--- config.mk ---
export PLATFORM = sky130hd
export DESIGN_NAME = rider_steer_seq
export DESIGN_NICKNAME = d
export VERILOG_FILES = /design/src/rtl/segway_pkg.sv /design/src/rtl/ld_cell_cmp.sv /design/src/rtl/rider_steer_seq.sv
export SDC_FILE = /design/constraint.sdc
export NUM_CORES = 1
export LEC_CHECK = 0
export CORE_MARGIN = 5
export CORE_UTILIZATION = 40
export CTS_CLUSTER_DIAMETER = 120
export DETAILED_ROUTE_END_ITERATION = 8
export GPL_TIMING_DRIVEN = 0
export PLACE_DENSITY_LB_ADDON = 0.25
export SYNTH_ARGS = -nofsm -noshare
export SYNTH_HDL_FRONTEND = slang
export SYNTH_HIERARCHICAL = 1
export SYNTH_SLANG_ARGS = --single-unit
--- constraint.sdc ---
create_clock -name clk -period 5.29 [get_ports clk]
set_input_delay 1.058 -clock clk [delete_from_list [all_inputs] [get_ports clk]]
set_output_delay 1.058 -clock clk [all_outputs]
set_load 0.01 [all_outputs]
--- src/rtl/segway_pkg.sv ---
// Purpose : shared types and constants for the Segway rider sequencing logic.
// Latency : n/a (declarations only).
// Backpress: n/a (declarations only).
package segway_pkg;

  typedef enum logic [1:0] {
    IDLE     = 2'd0,
    WAIT     = 2'd1,
    STEER_EN = 2'd2
  } rider_state_t;

  localparam logic [11:0] MIN_RIDER_WT_DEF  = 12'h200;
  localparam logic [11:0] WT_HYSTERESIS_DEF = 12'h040;

  // Settle-timer terminal count widths: all-ones over this many low bits.
  localparam int TMR_BITS_FAST = 15;
  localparam int TMR_BITS_SLOW = 26;

endpackage

--- src/rtl/ld_cell_cmp.sv ---
// Purpose : load-cell weight and left/right balance comparisons.
// Latency : purely combinational.
// Backpress: none; evaluates the latched samples continuously.
// Ports   : lft_q/rght_q latched 12-bit load cells; hyst_hi selects the upper
//           (mount) threshold; sum_ok, diff_gt_1_4, diff_gt_15_16 are the flags.
module ld_cell_cmp
  import segway_pkg::*;
#(
  parameter logic [11:0] MIN_RIDER_WT  = MIN_RIDER_WT_DEF,
  parameter logic [11:0] WT_HYSTERESIS = WT_HYSTERESIS_DEF
) (
  input  logic [11:0] lft_q,
  input  logic [11:0] rght_q,
  input  logic        hyst_hi,
  output logic        sum_ok,
  output logic        diff_gt_1_4,
  output logic        diff_gt_15_16
);

  localparam logic [12:0] THRESH_HI = {1'b0, MIN_RIDER_WT} + {1'b0, WT_HYSTERESIS};
  localparam logic [12:0] THRESH_LO = {1'b0, MIN_RIDER_WT} - {1'b0, WT_HYSTERESIS};

  logic        [12:0] sum;
  logic signed [12:0] sdiff;
  logic signed [12:0] ndiff;
  logic        [11:0] diff;
  logic        [12:0] diff_x;

  always_comb begin
    sum    = {1'b0, lft_q} + {1'b0, rght_q};
    sdiff  = $signed({1'b0, lft_q}) - $signed({1'b0, rght_q});
    ndiff  = -sdiff;
    // Magnitude never exceeds 4095, so the low 12 bits hold it exactly.
    diff   = sdiff[12] ? ndiff[11:0] : sdiff[11:0];
    diff_x = {1'b0, diff};

    diff_gt_1_4   = diff_x > (sum >> 2);
    diff_gt_15_16 = diff_x > (sum - (sum >> 4));
    // Mounting needs more weight than staying on.
    sum_ok        = hyst_hi ? (sum > THRESH_HI) : (sum > THRESH_LO);
  end

endmodule

--- src/rtl/rider_steer_seq.sv ---
// Purpose : rider detect / steering-enable sequencer driving rider_off, en_steer.
// Latency : outputs move 2 clocks after ld_vld (latch, then FSM edge).
// Backpress: none; ld_vld strobes are always accepted, samples hold between.
// Ports   : clk, rst_n (async low); pwr_up; ld_vld with lft_ld/rght_ld 12-bit
//           load cells; en_steer and rider_off registered state decodes.
module rider_steer_seq
  import segway_pkg::*;
#(
  parameter bit          fast_sim      = 1'b1,
  parameter logic [11:0] MIN_RIDER_WT  = MIN_RIDER_WT_DEF,
  parameter logic [11:0] WT_HYSTERESIS = WT_HYSTERESIS_DEF
) (
  input  logic        clk,
  input  logic        rst_n,
  input  logic        pwr_up,
  input  logic        ld_vld,
  input  logic [11:0] lft_ld,
  input  logic [11:0] rght_ld,
  output logic        en_steer,
  output logic        rider_off
);

  rider_state_t state, nxt_state;

  logic [11:0] lft_q, rght_q;
  logic [25:0] tmr, tmr_nxt;
  logic        tmr_full;
  logic        clr_tmr;
  logic        sum_ok, diff_gt_1_4, diff_gt_15_16;

  // Sample registers: decisions always use the last strobed values.
  always_ff @(posedge clk or negedge rst_n) begin
    if (!rst_n) begin
      lft_q  <= 12'h000;
      rght_q <= 12'h000;
    end else if (ld_vld) begin
      lft_q  <= lft_ld;
      rght_q <= rght_ld;
    end
  end

  ld_cell_cmp #(
    .MIN_RIDER_WT (MIN_RIDER_WT),
    .WT_HYSTERESIS(WT_HYSTERESIS)
  ) u_cmp (
    .lft_q        (lft_q),
    .rght_q       (rght_q),
    .hyst_hi      (state == IDLE),
    .sum_ok       (sum_ok),
    .diff_gt_1_4  (diff_gt_1_4),
    .diff_gt_15_16(diff_gt_15_16)
  );

  assign tmr_full = fast_sim ? (&tmr[TMR_BITS_FAST-1:0]) : (&tmr[TMR_BITS_SLOW-1:0]);

  always_comb begin
    nxt_state = state;
    clr_tmr   = 1'b0;
    case (state)
      IDLE: begin
        if (sum_ok) nxt_state = WAIT;
      end
      WAIT: begin
        // Imbalance is checked before expiry so a restart beats tmr_full.
        if (!sum_ok)          nxt_state = IDLE;
        else if (diff_gt_1_4) clr_tmr   = 1'b1;
        else if (tmr_full)    nxt_state = STEER_EN;
      end
      STEER_EN: begin
        if (!sum_ok)            nxt_state = IDLE;
        else if (diff_gt_15_16) nxt_state = WAIT;
      end
      default: nxt_state = IDLE;
    endcase
    if (!pwr_up) nxt_state = IDLE;

    // Counting only while staying in WAIT means every entry starts from zero.
    if ((state == WAIT) && (nxt_state == WAIT) && !clr_tmr) tmr_nxt = tmr + 26'd1;
    else                                                     tmr_nxt = 26'd0;
  end

  always_ff @(posedge clk or negedge rst_n) begin
    if (!rst_n) begin
      state     <= IDLE;
      tmr       <= 26'd0;
      en_steer  <= 1'b0;
      rider_off <= 1'b1;
    end else begin
      state     <= nxt_state;
      tmr       <= tmr_nxt;
      en_steer  <= (nxt_state == STEER_EN);
      rider_off <= (nxt_state == IDLE);
    end
  end

endmodule

Yosys cells after proc, flatten, opt, wreduce, memory -nomap -nowiden
Cells that the tools add are included.
Word-level totals
  flip-flop bits (word level): 54
  latch bits: 0
  bits in writable memories: 0
  bits in read-only memories: 0
  bits of input ports: 28
  output and inout bits: 2
  memories: 0
Operators by class
  add/subtract/negate cells: 5
  multiply operators: 0
  divide/modulo/power cells: 0
  $lt $le $gt $ge: 4
  equal/unequal tests: 4
  shifts and indexed selects: 0
  muxes and demuxes: 14
  bitwise logic cells: 0
  reduce and logical (&&, ||, !) cells: 6
Operator list (count)
  26-bit by 1-bit adder with 26-bit output, second input constant: 1
  26-bit two-way mux: 1
  15-bit AND reduction: 1
  2-bit two-way mux: 7
  12-bit by 12-bit adder with 13-bit output: 1
  12-bit by 13-bit greater-than comparator with 1-bit output: 1
  13-bit by 10-bit greater-than comparator with 1-bit output, second input constant: 1
  13-bit by 9-bit greater-than comparator with 1-bit output, second input constant: 1
  12-bit by 12-bit subtractor with 13-bit output: 1
  13-bit by 9-bit subtractor with 13-bit output: 1
  12-bit by 11-bit greater-than comparator with 1-bit output: 1
  12-bit two-way mux: 1
  12-bit negation: 1
  2-bit case mux with 3 select lines: 1
  2-bit by 1-bit == test with 1-bit output, second input constant: 2
  2-bit == test, second input constant: 2
  2-bit zero test: 2
  1-bit two-way mux: 4
  1-bit logical AND: 2
  1-bit zero test: 1

Depth between registers and ports, before layout
Gate-level depths: netlist (run 1).
  word-level depth: 12
  mapped depth: 28
  depth with buffers taken out: 27

By module
Netlist (run 1), hierarchy kept.
By module, submodules not included
  ld_cell_cmp: instances 1, cells each 337, area an instance 2593.7 um^2
  rider_steer_seq: instances 1, cells each 137, area an instance 1800.5 um^2

Worst setup path before layout (run 1)
No wires, ideal clock.
  path type: reg2reg
  start point: reg lft_q[0]
  end point: reg tmr[11]
  setup time: 0.071 ns
  data arrival time: 4.748 ns
  data required time: 5.219 ns
  slack: 0.470 ns
  cell stages (with the launch flop): 24
  path buffers: 2
  cell sequence: dfrtp_1 -> inv_1 -> ha_1 -> inv_1 -> fa_1 -> a21oi_1 -> nand4b_1 -> nand4b_1 -> a41o_1 -> buf_6 -> a31oi_1 -> xor2_1 -> ha_1 -> a31o_2 -> a21oi_1 -> o21ai_0 -> maj3_1 -> a21o_1 -> a221oi_2 -> o21bai_1 -> or4b_4 -> a31o_4 -> buf_6 -> nor2_1
Between the ends
  cells in the longest elaborated chain, start to end: 12
  elaborated cells between the ends (all ways): 25
  those cells by class: 4 x add/sub; 4 x order compare; 1 x eq/ne; 13 x mux; 3 x reduce/logical
RTL lines
  start, declared: line rider_steer_seq.sv:25  | logic [11:0] lft_q, rght_q;
  start signal, assigned: line rider_steer_seq.sv:37  | lft_q <= lft_ld;
  12-bit by 12-bit subtractor with 13-bit output: line ld_cell_cmp.sv:31  | sdiff = $signed({1'b0, lft_q}) - $signed({1'b0, rght_q});
  12-bit negation: line ld_cell_cmp.sv:32  | ndiff = -sdiff;
  12-bit two-way mux: line ld_cell_cmp.sv:34  | diff = sdiff[12] ? ndiff[11:0] : sdiff[11:0];
  12-bit by 11-bit greater-than comparator with 1-bit output *: line ld_cell_cmp.sv:37  | diff_gt_1_4 = diff_x > (sum >> 2);
  named net diff_gt_1_4: line rider_steer_seq.sv:29  | logic sum_ok, diff_gt_1_4, diff_gt_15_16;
  2-bit two-way mux: line rider_steer_seq.sv:66  | else if (diff_gt_1_4) clr_tmr = 1'b1;
  2-bit two-way mux: line rider_steer_seq.sv:65  | if (!sum_ok) nxt_state = IDLE;
  2-bit case mux with 3 select lines: line rider_steer_seq.sv:59  | case (state)
  2-bit two-way mux: line rider_steer_seq.sv:75  | if (!pwr_up) nxt_state = IDLE;
  2-bit by 1-bit == test with 1-bit output: line rider_steer_seq.sv:78  | if ((state == WAIT) && (nxt_state == WAIT) && !clr_tmr) tmr_nxt = tmr + 26'd1;
  1-bit logical AND: line rider_steer_seq.sv:78
  1-bit logical AND *: line rider_steer_seq.sv:78
  26-bit two-way mux *: line rider_steer_seq.sv:78
  named net tmr_nxt[11]: line rider_steer_seq.sv:26  | logic [25:0] tmr, tmr_nxt;
  end signal, assigned: line rider_steer_seq.sv:90  | tmr <= tmr_nxt;
  end, declared: line rider_steer_seq.sv:26
Mark *: on every way through the listed nets, which the timed path passes. The rest lies on a longest branch.
A chain may end at the register's enable or synchronous reset.

Final worst setup path (run 1)
  start point: reg lft_q[0]
  end point: reg tmr[10]
The elaborated chain is that of the path after synthesis.

==> out/results.ini, run 1 <==
[layout]
n_antenna_cell=0
fin_util_pct=49.5
num-fill-cells=1025
nNetsFinal=618
final_common_cell=ha_1
layout.cells.most_common_list=52 x ha_1, 41 x nor2_1, 41 x dfrtp_1
layout-drive-gt1-share_pct=25.7
syn_to_final_growth_pct=21.7

[logic_synthesis]
ys.flop_type=dfrtp_1
synth_enable_flop_cells=0
synth_seq_area_share_pct=24.5
netlist_area_mm2=0.00439
synth-seq-cells=43
yosysWarnings=6
synth_nets=560
synth_area_per_cell_um2=9.27
async_reset_ff_share_pct=100
ys_types=75
syn_inst=474

[timing]
worst_slew_pin_slew_ps=523
clock.fmax_ghz=0.196
drv_slew=0
setup_ws_ps=176
min_period_over_period_pct=96.7
finalHoldViolCount=0
clock_skew_ps=11.6
finalSetupTns_ps=0
slew_headroom_pct=65.0
setup_viol_count_final=0
finalCriticalPeriod_ps=5110
hold-worst-slack_ps=505

[floorplan]
dieArea_mm2=0.0132
fp.dieH_um=115
coreArea_mm2=0.0108
num_rows=38
start_util_pct=40.7
die_w_um=115
ios=30

[critical_path]
crit_path_end_kind=flop
start_kind=flop
cp_max_fo=5
critPathRequiredTime_ps=5530
crit_arrival_ps=5350
critPathKind=reg -> reg

[global_route]
grt_pass1_wl_um=16700
antenna_found_initial=0
first_global_vias=3606
gr-total-overflow=0
grt_max_degree=37
grtUsageTotal_pct=15.4

[placement]
portBuffers=28
gp_congestion=0.828
preCtsSetupSlack_ps=-329
hpwl_um=7630

[drt]
first_pass_iters=4
drc=0
postRouteAntennaNets=0
vias_per_cell=5.20
route.vias.total=3499
wirelength_um=9790
dr.first_iter.drc_count=125
avgRoutedWirePerCell_um=14.6

[cts]
cts_hold_buf=0
clock_latency_ps=300
numCtsBuffers=5
cts_buffer_depth=2
cts_tree=yes
numClockSinks=43
clk_pin_slew_worst_paths_ps=90
htreeDepth=2
root_buffer=clkbuf_8

[power]
ir_drop_mv=0.250
powerDensity_mw_per_mm2=470
p_leak_nw=2.35
power_mw=2.51

[job]
maxCapViolCount=0

[outcome]
outcome=finished, final reports clean

[worst_hold_path]
hold_path.class=reg -> reg

## Yosys cell counts, types with 3 or more instances
library cell	number	area share [%]
ha_1	55	16
nor2_1	46	3.9
dfrtp_1	42	24
inv_1	41	3.5
xnor2_1	34	6.8
a21oi_1	30	3.4
mux2_2	24	6.2
nand2_1	19	1.6
xor2_1	17	3.4
nand3_1	14	1.6
o21ai_0	10	1.1
a21o_1	8	1.4
nor2b_1	8	1.1
o21bai_1	7	1.2
buf_6	6	1.5
nand2b_1	6	0.85
nand4_1	6	0.85
nor3_1	6	0.68
or3_1	5	0.71
a31oi_1	4	0.57
a21oi_2	3	0.60
buf_2	3	0.34
clkbuf_1	3	0.26
fa_1	3	1.4
nand3b_1	3	0.51
nor3b_1	3	0.51
nor4_1	3	0.43
o21a_1	3	0.51
o32ai_1	3	0.60
## registers in the layout, summed over array words and instances (netlist names)
signal     count
en_steer       1
lft_q         12
rght_q        12
rider_off      1
tmr           15
state          2
## cell type report
class / count / area, um2 / area share (%)
buffer: 14 / 135 / 2.53
clock buffer: 6 / 72.6 / 1.36
clock inverter: 2 / 12.5 / 0.234
inverter: 43 / 161 / 3.02
multi-input combinational: 374 / 3240 / 60.5
sequential: 43 / 1080 / 20.2
tap: 140 / 175 / 3.28
timing repair buffer: 51 / 475 / 8.89
## metal layers
metal,wire length [um],up-vias,GRT usage [%]
met3,244,8,1.89
met4,121,0,4.07
li1,-,1768,-
met1,4650,1687,20.4
met5,0,-,0
met2,4780,36,26.5
## cell families (layout without fill, tap and decap cells)
group                    count (synthesis)  count (layout)  share of synthesized area, %
AO/OA/AOI/OAI                           94              94                          15.8
XOR/XNOR                                54              54                          11.4
adder cells (fa/ha/maj)                 60              60                          17.5
buffers and inverters                   57             116                          6.61
flip-flops                              43              43                          24.5
multiplexers                            24              24                          6.15
AND/OR/NAND/NOR                        142             142                          17.9
## where the power goes
group	switching, mW	internal, mW	total (mW)	leakage, nW
registers	0.0209	0.352	0.373	0.539
logic	1.02	0.915	1.93	1.77
clock network	0.116	0.0924	0.209	0.0412
total	1.15	1.36	2.51	2.35
## per-stage QoR
step / instance area, um2 / cells
after floorplan: 4390 / 474
after global placement: 4850 / 642
after detailed placement: 4860 / 643
after CTS: 5090 / 660
after global routing: 5350 / 673
final: 5350 / 673
## worst max-delay path, cell delays in order (launching register included)
cell,delay [ps]
dfrtp_1,410
inv_1,70
ha_2,170
inv_1,60
fa_2,380
a21oi_2,180
nand4b_1,170
nand4b_1,160
a41o_1,270
buf_6,140
a31oi_4,160
xor2_2,190
ha_1,280
buf_4,140
buf_4,130
nand4_1,90
o21ai_1,100
maj3_1,350
a21o_1,180
a221oi_2,270
o21bai_2,110
or4b_4,530
a31o_4,260
clkbuf_16,160
nor2_1,90
## what timing repair did
item,in CTS,in global routing
buffers inserted,9,11
pin swaps,8,21
cloned,0,2
resized for setup,13,38
endpoints found under the setup margin,13,17
## path summary, 6_finish.rpt
check	startpoint	end	slack [ps]	cells after the start
min	tmr[0]	tmr[0]	510	1
max in group asynchronous	rst_n	rider_off	4170	2
min reg2reg	tmr[0]	tmr[0]	510	1
min in group asynchronous	rst_n	rght_q[2]	600	1
max	lft_q[0]	tmr[10]	180	24
max reg2reg	lft_q[0]	tmr[10]	180	24
Note: power is estimated with default switching activity, not from simulation.
==> run 2: changes to the inputs <==
Settings changed: HOLD_SLACK_MARGIN set to 0.03.
==> results of run 2 <==
No change in the layout: final DEF, timing and power equal those of run 1.
==> run 3: changes to the inputs <==
Settings changed: CORE_ASPECT_RATIO set to 1.2.
==> run 3 against run 2 <==
Net effect: non-clock buffer count decreased by 11; critical path type unchanged; global-route usage decreased by 0.63 points; sequential share of layout area increased by 0.20 points; die area about the same; register-to-register slack improved by 130 ps.
==> out/results.ini, run 3 (synthesis gave the netlist of run 1 again) <==
[outcome]
outcome=finished, final reports clean

[power]
p_clk_share_pct=13.6  ; +5.3 points
powerDensity_mw_per_mm2=485  ; +3.2%
p_leak_nw=2.33  ; -0.92%
internal_power_mw=1.42  ; +4.7%
p_comb_share_pct=71.8  ; -5.0 points
ir_drop_mv=0.250  ; -0.28%
p_sw_mw=1.14  ; -0.85%
pwr-share-seq_pct=14.6  ; -0.3 points
switching_share_pct=44.5  ; -1.4 points

[critical_path]
crit_path_end_kind=flop
cpMostUsedCell=ha_1
reg2reg_slack_ps=310  ; +130 ps
critPathRequiredTime_ps=5480  ; -50 ps
start_kind=flop
cp_max_fo=4  ; -1
reg2regPathDepth=23  ; -4.2%
slowest_delay_ps=470  ; -60 ps
critPathKind=reg -> reg
r2r_start=lft_q[0]
r2r_end=state[1]
worstPathCellList=ha_1, inv_1, fa_1, o21bai_2, a21oi_1, xor2_1, ha_1, fa_1, inv_1, a21oi_1, o21bai_1, a31oi_2, o21a_1, xor2_1, ha_1, nand4_1, a21oi_2, a211oi_1, o21ai_2, o41ai_4, nor4_2, or2b_1, o32ai_1
cpMaxStageDelayCell=fa_1
crit_arrival_ps=5170  ; -180 ps

[floorplan]
fp.dieH_um=125  ; +8.7%
num_rows=42  ; +11%
ios=30  ; unchanged
start_util_pct=40.4  ; -0.32 points
dieArea_mm2=0.0132  ; about the same
die_w_um=106  ; -8.0%
coreArea_mm2=0.0109  ; +0.79%

[drt]
m1WireLength_um=4380  ; -5.8%
dr.first_iter.drc_count=140  ; +12%
avgRoutedWirePerCell_um=14.6  ; +0.60%
route.met2.wl_um=4840  ; +1.3%
top_layer=met4
drc=0  ; unchanged
postRouteAntennaNets=0  ; unchanged
route.vias.total=3496  ; -0.086%
first_pass_iters=4  ; unchanged
vias_per_cell=5.35  ; +2.8%
wirelength_um=9570  ; -2.2%
dr_wl_met3_um=186  ; -24%

[layout]
syn_to_final_growth_pct=20.5
layout.cells.most_common_list=52 x ha_1, 43 x nor2_1, 41 x dfrtp_1
nNetsFinal=607  ; -1.8%
num-fill-cells=1017  ; -0.78%
largestRegisters=tmr x15, lft_q x12, rght_q x12
layout-drive-gt1-share_pct=23.6  ; -2.1 points
fin_cells=654  ; -2.8%
final_common_cell=ha_1
top_register=tmr
fin_util_pct=48.7  ; -0.87 points
n_antenna_cell=0  ; unchanged
largest_reg_flops=15  ; unchanged

[cts]
cts_hold_buf=0  ; unchanged
root_buffer=clkbuf_16
cts_buffer_depth=2  ; unchanged
clock_latency_ps=280  ; -20 ps
numCtsBuffers=5  ; unchanged
numClockSinks=43  ; unchanged
clk_pin_slew_worst_paths_ps=60  ; -30 ps
htreeDepth=2  ; unchanged
cts_tree=yes

[global_route]
first_global_vias=3582  ; -0.67%
antenna_found_initial=0  ; unchanged
grt_max_degree=36  ; -2.7%
grtUsageTotal_pct=14.7  ; -0.63 points
gr-total-overflow=0  ; unchanged
grt_pass1_wl_um=16300  ; -2.2%

[placement]
dp.cells=635  ; -1.2%
gp_congestion=0.853  ; +3.0%
hpwl_um=7600  ; -0.27%
portBuffers=28  ; unchanged

[worst_hold_path]
hp-start=tmr[0]
hold_path.class=reg -> reg
whs_endpoint=tmr[0]
min_path_cells=1  ; unchanged

[job]
maxCapViolCount=0  ; unchanged

[timing]
finalCriticalPeriod_ps=4980  ; -134 ps
min_period_over_period_pct=94.1  ; -2.5 points
clock_skew_ps=5.56  ; -6.06 ps
slew_headroom_pct=66.7  ; +1.6 points
finalHoldViolCount=0  ; unchanged
setup_viol_count_final=0  ; unchanged
clock.fmax_ghz=0.201  ; +2.7%
drv_slew=0  ; unchanged
worst_slew_pin_slew_ps=496  ; -26.4 ps

run 3: cell count changes in the layout (fill, tap and decap cells not counted), sizes merged:
cell      before  now
clkbuf        11    8
clkinvlp       1    0
buf           33   24
clkinv         1    2
bufinv         0    1
run 3: what timing repair did:
| action | CTS | global route |
|---|---|---|
| gates resized for setup | 9 | 35 |
| setup endpoints to repair | 13 | 17 |
| setup buffers | 6 | 6 |
| pin swaps | 8 | 19 |
run 3: how the worst max path moves through the flow:
stage	start	to	depth (start not counted)
after floorplan	lft_q[0]	tmr[11]	23
after global placement	rght_q[1]	en_steer	24
after detailed placement	lft_q[0]	en_steer	22
after CTS	rght_q[1]	en_steer	24
after global routing	rght_q[1]	en_steer	25
final	lft_q[0]	state[1]	23
run 3: layout make-up:
| type | instances | area [um2] | share of cell area [%] |
|---|---|---|---|
| Clock buffer | 5 | 125 | 2.36 |
| Tap cell | 132 | 165 | 3.12 |
| Buffer | 13 | 118 | 2.22 |
| Multi-Input combinational cell | 374 | 3220 | 60.8 |
| Timing Repair Buffer | 41 | 385 | 7.28 |
| Inverter | 43 | 161 | 3.05 |
| Clock inverter | 3 | 43.8 | 0.827 |
| Sequential cell | 43 | 1080 | 20.4 |
run 3: per-layer routing:
metal	global-route usage, %	vias to the layer above
met2	25.7	44
li1	-	1758
met1	18.7	1680
met3	1.92	14
met5	0	-
met4	4.80	0
run 3: power groups by stage:
stage                     sequential (mW)  clock, mW  combinational (mW)
final                               0.375      0.349                1.84
after global routing                0.379      0.373                2.06
after CTS                           0.374      0.361                1.67
after detailed placement            0.380          0                1.59
after global placement              0.379          0                1.53
after floorplan                     0.375          0                1.26
run 3: stage by stage:
stage               TNS [ps]  instance area, um2  total power [mW]  setup WS (ps)  hold slack, ps
CTS                    -56.1                5110              2.40          -43.4             505
detailed placement     -1010                4850              1.97           -335             496
floorplan                  0                4390              1.64            470             463
finish                     0                5290              2.57            310             513
global route            -118                5290              2.81          -46.2             525
global placement        -504                4840              1.91           -221             494
run 3: worst max-delay path, delay by kind of cell (launching register included):
family / cells / cell delay, ps
compound gates: 11 / 1830
fa+ha+maj: 5 / 1660
simple gates: 3 / 490
flops: 1 / 390
xor+xnor: 2 / 370
buf+inv: 2 / 140
